$ cat src/rtl/scanline_tile_renderer.sv
// Renders one LCD scanline from background/window tile maps, one shaded pixel per cycle.
// Map and tile reads go through synchronous VRAM ports with one cycle of read latency.
module scanline_tile_renderer #(
  parameter int SCREEN_W   = 160,
  parameter int MAP_DIM    = 32,
  parameter int TILE_COUNT = 384,
  parameter int BPP        = 2
) (
  input  logic                              clk,
  input  logic                              reset,
  input  logic                              drawline,
  input  logic [7:0]                        line,
  input  logic [7:0]                        scroll_x,
  input  logic [7:0]                        scroll_y,
  input  logic                              win_en,
  input  logic [7:0]                        win_x,
  input  logic [7:0]                        win_y,
  input  logic [(2**BPP)*BPP-1:0]           palette,
  output logic                              map_sel,
  output logic [2*$clog2(MAP_DIM)-1:0]      map_addr,
  input  logic [$clog2(TILE_COUNT)-1:0]     map_data,
  output logic [$clog2(TILE_COUNT)+2:0]     tile_addr,
  input  logic [8*BPP-1:0]                  tile_data,
  output logic                              pix_valid,
  output logic [7:0]                        pix_x,
  output logic [BPP-1:0]                    pix_shade,
  output logic                              busy,
  output logic                              render_complete
);

  localparam int TI = $clog2(TILE_COUNT);
  localparam int MB = $clog2(MAP_DIM);
  localparam int PW = (2**BPP)*BPP;
  localparam logic [7:0] CMASK  = 8'(MAP_DIM*8-1);
  localparam logic [8:0] MAPPIX = 9'(MAP_DIM*8);
  localparam logic [8:0] LASTX  = 9'(SCREEN_W-1);

  typedef enum logic [2:0] {IDLE, MAP_RD, TILE_RD, EMIT, DONE} state_t;

  state_t             state;
  logic [8:0]         x_q;
  logic [2:0]         col_q;
  logic [2:0]         trow_q;
  logic               win_act;
  logic               first_q;
  logic [8*BPP-1:0]   row_q;
  logic [TI+2:0]      tile_addr_q;
  logic [7:0]         line_q, sx_q, sy_q, wx_q, wy_q;
  logic               wen_q;
  logic [PW-1:0]      pal_q;

  logic [7:0]         s_line, s_sx, s_sy, s_wx, s_wy;
  logic               s_en;
  logic [8:0]         nx;
  logic               nact;
  logic [7:0]         nfx, nfy;
  logic [8*BPP-1:0]   cur_row;
  logic [BPP-1:0]     cur_idx;
  logic               fetch;

  function automatic logic win_cond(input logic [8:0] xv, input logic en,
                                    input logic [7:0] ln, input logic [7:0] wxo,
                                    input logic [7:0] wyo);
    logic [8:0] dy;
    dy = {1'b0, ln} - {1'b0, wyo};
    return en && (ln >= wyo) && (xv >= {1'b0, wxo}) && (dy < MAPPIX);
  endfunction

  // In IDLE the first fetch is computed from the live inputs, since they are latched on the same edge.
  always_comb begin
    s_line = (state == IDLE) ? line     : line_q;
    s_sx   = (state == IDLE) ? scroll_x : sx_q;
    s_sy   = (state == IDLE) ? scroll_y : sy_q;
    s_wx   = (state == IDLE) ? win_x    : wx_q;
    s_wy   = (state == IDLE) ? win_y    : wy_q;
    s_en   = (state == IDLE) ? win_en   : wen_q;
    nx     = (state == IDLE) ? 9'd0 : x_q + 9'd1;
    nact   = ((state != IDLE) && win_act) || win_cond(nx, s_en, s_line, s_wx, s_wy);
    if (nact) begin
      nfx = (nx[7:0] - s_wx) & CMASK;
      nfy = (s_line - s_wy) & CMASK;
    end else begin
      nfx = (nx[7:0] + s_sx) & CMASK;
      nfy = (s_line + s_sy) & CMASK;
    end
    cur_row = first_q ? tile_data : row_q;
    cur_idx = cur_row[col_q*BPP +: BPP];
    fetch   = (state == IDLE && drawline) ||
              (state == EMIT && x_q != LASTX && (col_q == 3'd7 || (nact && !win_act)));
  end

  // The tile row address must reach VRAM in the same cycle map_data arrives.
  assign tile_addr = (state == TILE_RD) ? {map_data, trow_q} : tile_addr_q;
  assign pix_x     = pix_valid ? x_q[7:0] : 8'd0;
  assign pix_shade = pix_valid ? pal_q[cur_idx*BPP +: BPP] : '0;

  always_ff @(posedge clk) begin
    if (reset) begin
      state           <= IDLE;
      x_q             <= '0;
      col_q           <= '0;
      trow_q          <= '0;
      win_act         <= 1'b0;
      first_q         <= 1'b0;
      row_q           <= '0;
      tile_addr_q     <= '0;
      line_q          <= '0;
      sx_q            <= '0;
      sy_q            <= '0;
      wx_q            <= '0;
      wy_q            <= '0;
      wen_q           <= 1'b0;
      pal_q           <= '0;
      map_sel         <= 1'b0;
      map_addr        <= '0;
      pix_valid       <= 1'b0;
      busy            <= 1'b0;
      render_complete <= 1'b0;
    end else begin
      case (state)
        IDLE: begin
          if (drawline) begin
            state  <= MAP_RD;
            busy   <= 1'b1;
            x_q    <= '0;
            line_q <= line;
            sx_q   <= scroll_x;
            sy_q   <= scroll_y;
            wen_q  <= win_en;
            wx_q   <= win_x;
            wy_q   <= win_y;
            pal_q  <= palette;
          end
        end
        MAP_RD: state <= TILE_RD;
        TILE_RD: begin
          tile_addr_q <= tile_addr;
          state       <= EMIT;
          pix_valid   <= 1'b1;
          first_q     <= 1'b1;
        end
        EMIT: begin
          first_q <= 1'b0;
          row_q   <= cur_row;
          col_q   <= col_q + 3'd1;
          if (x_q == LASTX) begin
            state           <= DONE;
            pix_valid       <= 1'b0;
            busy            <= 1'b0;
            render_complete <= 1'b1;
          end else begin
            x_q <= x_q + 9'd1;
            if (fetch) begin
              state     <= MAP_RD;
              pix_valid <= 1'b0;
            end
          end
        end
        DONE: begin
          render_complete <= 1'b0;
          state           <= IDLE;
        end
        default: state <= IDLE;
      endcase
      // Every new fetch recomputes window state and the map/tile coordinates for the next pixel.
      if (fetch) begin
        win_act  <= nact;
        map_sel  <= nact;
        map_addr <= {nfy[MB+2:3], nfx[MB+2:3]};
        col_q    <= nfx[2:0];
        trow_q   <= nfy[2:0];
      end
    end
  end

endmodule

$ cat config.mk
export PLATFORM = sky130hd
export DESIGN_NAME = scanline_tile_renderer
export DESIGN_NICKNAME = d
export VERILOG_FILES = /design/src/rtl/scanline_tile_renderer.sv
export SDC_FILE = /design/constraint.sdc
export NUM_CORES = 1
export LEC_CHECK = 0
export ABC_AREA = 0
export BUFFER_PORTS_ARGS = -buffer_cell sky130_fd_sc_hd__buf_2
export CORE_MARGIN = 3
export CORE_UTILIZATION = 59
export DETAILED_ROUTE_END_ITERATION = 10
export PLACE_DENSITY = 0.83
export SETUP_SLACK_MARGIN = 0.2
export SLEW_MARGIN = 20
export SYNTH_ARGS = -nofsm -noshare
export SYNTH_HDL_FRONTEND = slang
export SYNTH_SLANG_ARGS = --single-unit
$ cat constraint.sdc
create_clock -name clk -period 17 [get_ports clk]
set_input_delay 3.4 -clock clk [delete_from_list [all_inputs] [get_ports clk]]
set_output_delay 3.4 -clock clk [all_outputs]
set_load 0.01 [all_outputs]
# ---- Yosys cells after proc, flatten, opt, wreduce, memory -nomap -nowiden
# Cells that the tools add are included.
# Widths: inputs -> output; s select.
dict set report op_classes {
  n_mux 31
  n_eq_ne 11
  n_addsub 7
  order_cmp 3
  shift 2
  n_reduce_logical 24
}
# cell n
set op_table {}
lappend op_table {{$mux 8} 8}
lappend op_table {{$mux 9} 3}
lappend op_table {{$pmux 9 s2} 1}
lappend op_table {{$add 8x8->8} 2}
lappend op_table {{$mux 16} 1}
lappend op_table {{$shiftx 16x5->2} 1}
lappend op_table {{$sub 8x8->8} 2}
lappend op_table {{$mux 3} 5}
lappend op_table {{$mux 12} 1}
lappend op_table {{$pmux 3 s4} 1}
lappend op_table {{$add 9x1->9 const B} 1}
lappend op_table {{$eq 9x8->1 const B} 1}
lappend op_table {{$ge 9x8->1} 1}
lappend op_table {{$lt 9x9->1 const B} 1}
lappend op_table {{$ne 9x8->1 const B} 1}
lappend op_table {{$sub 8x8->9} 1}
lappend op_table {{$ge 8x8->1} 1}
lappend op_table {{$logic_and 1x1->1} 8}
lappend op_table {{$pmux 1 s2} 4}
lappend op_table {{$reduce_and 2->1} 4}
lappend op_table {{$reduce_bool 2->1} 4}
lappend op_table {{$shiftx 8x4->2} 1}
lappend op_table {{$eq 3x2->1 const B} 2}
lappend op_table {{$eq 3x3->1 const B} 2}
lappend op_table {{other kinds (12)} 21}
dict set report word_totals {
  output_inout_bits 36
  in_bits 77
  wordCells 97
  register_bits 110
}

# ---- Depth between registers and ports, before layout
dict set report logic_depth {
  ltp_word 14
  mapped_depth 28
  mapped_depth_nobuf 23
}

# ---- Worst setup path before layout
# No wires, ideal clock.
dict set report synth_timing {
  path_kind {input to output}
  startpoint {input port tile_data[14]}
  endpoint {output port pix_shade[0]}
  n_path_buf 0
  arrival_ns 4.960
  setup_slack_ns 8.640
  stages 4
  required_time_ns 13.600
  cell_sequence {mux4_2 -> mux4_2 -> mux4_2 -> and2_1}
}
dict set report synth_between {
  elab_chain_len 4
}
# item line_no
set synth_rtl {}
lappend synth_rtl {{start, declared} 23} ;# input logic [8*BPP-1:0] tile_data,
lappend synth_rtl {{$mux 16} 86} ;# cur_row = first_q ? tile_data : row_q;
lappend synth_rtl {{$shiftx 16x5->2} 87} ;# cur_idx = cur_row[col_q*BPP +: BPP];
lappend synth_rtl {{$shiftx 8x4->2} 95} ;# assign pix_shade = pix_valid ? pal_q[cur_idx*BPP +: BPP] : '0;
lappend synth_rtl {{$mux 2} 95}
lappend synth_rtl {{end, declared} 26} ;# output logic [BPP-1:0] pix_shade,
# Every way passes these cells.

# ---- Worst setup path after layout
dict set report layout_timing {
  startpoint {input port tile_data[2]}
  endpoint {output port pix_shade[1]}
}
# Same word-level chain as after synthesis.

==> results.yml <==
synth:
  yosys.area.top_type: "dfxtp_1"
  synthesis.area_um2: 6410
  synth_async_sr_flop_share: 0
  yosys.area.top_type_share: 0.344
  syn_avg_cell_area_um2: 8.00
  synth.distinct_cells: 56
  synth.net_count: 914
  synth_edf_count: 0
  yosys_warnings: 0
  synthFlopType: "dfxtp_1"
  synth_seq_cells: 110
  synth_cells: 801
  synthTopCellsByArea: "dfxtp_1, nand2_1, a21oi_1, ha_1, mux4_2"
  synth_seq_area_share: 0.344
layout:
  multiInputGateArea_um2: 3960
  drive_gt1_frac: 0.200
  antennaDiodeCount: 0
  nets: 994
  fin_area_um2: 7190
  regArea_um2: 2200
  instances_no_fill: 1022
  fillers: 877
  syn_to_final_growth_pct: 12.2
sta:
  max_slew_margin: 0.294
  post-route-min-period_ps: 8650
  slew_viol_final: 0
  fin_skew_ps: 9.10
  setup-violations-final: 0
  max_freq_ghz: 0.116
  hold_violations: 0
  final.period_utilization: 0.509
  grt_setup_unrepaired: "no"
  tightest_slew_ps: 1060
  tns_ps: 0
critical_path:
  cp.required_ps: 13600
  r2r-start: "state[0]$_SDFFE_PP0P_"
  endpoint_kind: "primary output"
  worstPathMaxFanout: 2
  startpoint: "tile_data[2]"
  crit_type: "in -> out"
  cp.arrival_ps: 5250
  critPathLaunchType: "input pin"
floorplan:
  start_util: 0.612
  core-area_um2: 10500
  die_x_um: 110
  dieArea_um2: 12100
  ios: 113
  std_cell_rows: 37
  fp.dieH_um: 110
global_routing:
  grt_max_degree: 60
  grtUsageTotal: 0.259
  grt_remaining_overflow: 0
  grt_pass1_vias: 5440
  antenna_found_initial: 0
  grt_pass1_wl_um: 25000
power:
  swShare: 0.345
  combPwrFrac: 0.328
  p_per_area_nw_per_um2: 92.5
  pwr-share-clk: 0.240
  pwr-share-seq: 0.432
  leakage_nw: 3.17
  p_sw_w: 0.000229
  peakVddDrop_uv: 66.5
  intPower_w: 0.000436
worst_hold_path:
  hp-class: "reg -> reg"
  min-delay-start: "sy_q[1]$_SDFFE_PP0P_"
cts:
  cts_tree: "built"
  hold_buffers: 0
  cts_sinks: 110
  cts_root_buf: "clkbuf_8"
  htreeDepth: 3
  clk_pin_slew_worst_paths_ps: 100
  clock_latency_ps: 390
  cts_max_path_buffers: 2
  cts_resized: 0
  post_cts_buffers: 0
  numCtsBuffers: 9
detailed_routing:
  dr.first_iter.drc_count: 537
  postRouteWirelength_um: 15700
  ant_nets: 0
  drc: 0
  via_per_inst: 5.69
  vias: 5816
  routedWlPerCell_um: 15.4
  drtPass1Iterations: 5
run_status:
  status: "complete, no violations"
placed_design:
  gp_congestion: 0.867
  hpwl_um: 11500
  dp_cells: 1006
  port_buffers: 112
  place_area_um2: 6980
job:
  drv_cap: 0
==> power by group through the flow <==
stage	Sequential, W	Combinational [W]	Clock, W
after floorplan	0.000287	0.000165	0
after global placement	0.000292	0.000207	0
after detailed placement	0.000293	0.000215	0
after CTS	0.000287	0.000216	0.000163
after global routing	0.000289	0.000243	0.000174
final	0.000287	0.000218	0.000160
==> routing by layer <==
layer / track usage / vias to the layer above / share of wire / wire length, µm
met5: 0 / - / 0 / 0
met4: 0.0528 / 0 / 0.012 / 184
met3: 0.0635 / 24 / 0.061 / 955
met2: 0.459 / 174 / 0.51 / 7980
met1: 0.319 / 2721 / 0.42 / 6600
li1: - / 2897 / - / -
==> per-stage QoR <==
step	power [W]	util	setup WS [ps]	hold WS (ps)
6_report	0.000665	0.687	8350	459
5_1_grt	0.000706	0.687	8320	479
4_1_cts	0.000667	0.686	8350	461
3_5_place_dp	0.000508	0.667	8360	448
3_3_place_gp	0.000499	0.667	8390	440
2_1_floorplan	0.000452	-	8640	428
==> state kept, by name, indices dropped and copies added, names as in the netlist, 3 cells and up <==
register / flops
trow_q: 3
line_q: 8
sx_q: 8
sy_q: 8
wx_q: 8
x_q: 9
tile_addr_q: 12
state: 3
wy_q: 8
row_q: 16
map_addr: 10
col_q: 3
pal_q: 8
==> cell usage after synthesis, drive strengths merged, types with 2 or more instances <==
| library cell | instances |
|---|---|
| or2 | 2 |
| a21o | 10 |
| nand2 | 211 |
| o21bai | 3 |
| nor2b | 4 |
| clkbuf | 37 |
| o31a | 2 |
| nand4 | 3 |
| and3 | 9 |
| nor2 | 46 |
| mux4 | 12 |
| nand3 | 14 |
| fa | 3 |
| xor2 | 11 |
| xnor2 | 21 |
| o211ai | 3 |
| mux2 | 15 |
| inv | 15 |
| nor4 | 3 |
| and2 | 27 |
| a211oi | 8 |
| mux2i | 26 |
| ha | 33 |
| buf | 11 |
| nand2b | 7 |
| a31oi | 3 |
| o21a | 6 |
| nor3b | 6 |
| dfxtp | 110 |
| a21oi | 95 |
| o21ai | 21 |
| a311oi | 4 |
| or3 | 2 |
| nor3 | 7 |
==> final cells by class <==
cell class	instances	share of cell area
clock buffers	9	0.0172
clock inverters	7	0.0103
inverters	15	0.00783
multi-input cells	628	0.551
flip-flops and latches	110	0.306
well taps	136	0.0237
repair buffers	117	0.0832
==> critical path, cell delays in order <==
cell,delay [ps]
buf_2,100
mux4_2,480
mux4_2,530
mux4_2,440
and2_1,170
buf_2,130
==> cells by family after synthesis <==
group | Yosys count | share of synthesized area
AND/OR/NAND/NOR | 343 | 0.236
AO/OA/AOI/OAI | 163 | 0.153
adder cells (fa/ha/maj) | 37 | 0.0756
flip-flops | 110 | 0.344
buffers and inverters | 63 | 0.0389
multiplexers | 53 | 0.109
XOR/XNOR | 32 | 0.0438
==> cells in the final DEF, fill, tap and decap left out, types with 7 or more instances in the layout <==
cell      Yosys  layout
a21oi_1      94      94
xnor2_1      21      21
ha_1         33      33
a211oi_1      7       7
xor2_1       11      11
buf_2         7     112
dfxtp_1     110     110
nand2b_1      7       7
nor2_1       46      46
clkbuf_8      0       9
o21ai_0      21      21
a21o_1       10      10
mux4_2       12      12
and2_1       24      25
inv_1        15      15
nand2_1     211     211
nand3_1      14      14
mux2i_1      26      26
mux2_2       15      15
==> worst paths after layout <==
check / endpoint / slack (ps) / cells past startpoint
setup / recovery: pix_shade[1] / 8350 / 6
setup reg to reg: map_addr[3]$_SDFFE_PP0N_ / 11360 / 24
hold reg to reg: sy_q[1]$_SDFFE_PP0P_ / 460 / 2
hold / removal: sy_q[1]$_SDFFE_PP0P_ / 460 / 2
Note: power is estimated with default switching activity, not from simulation.
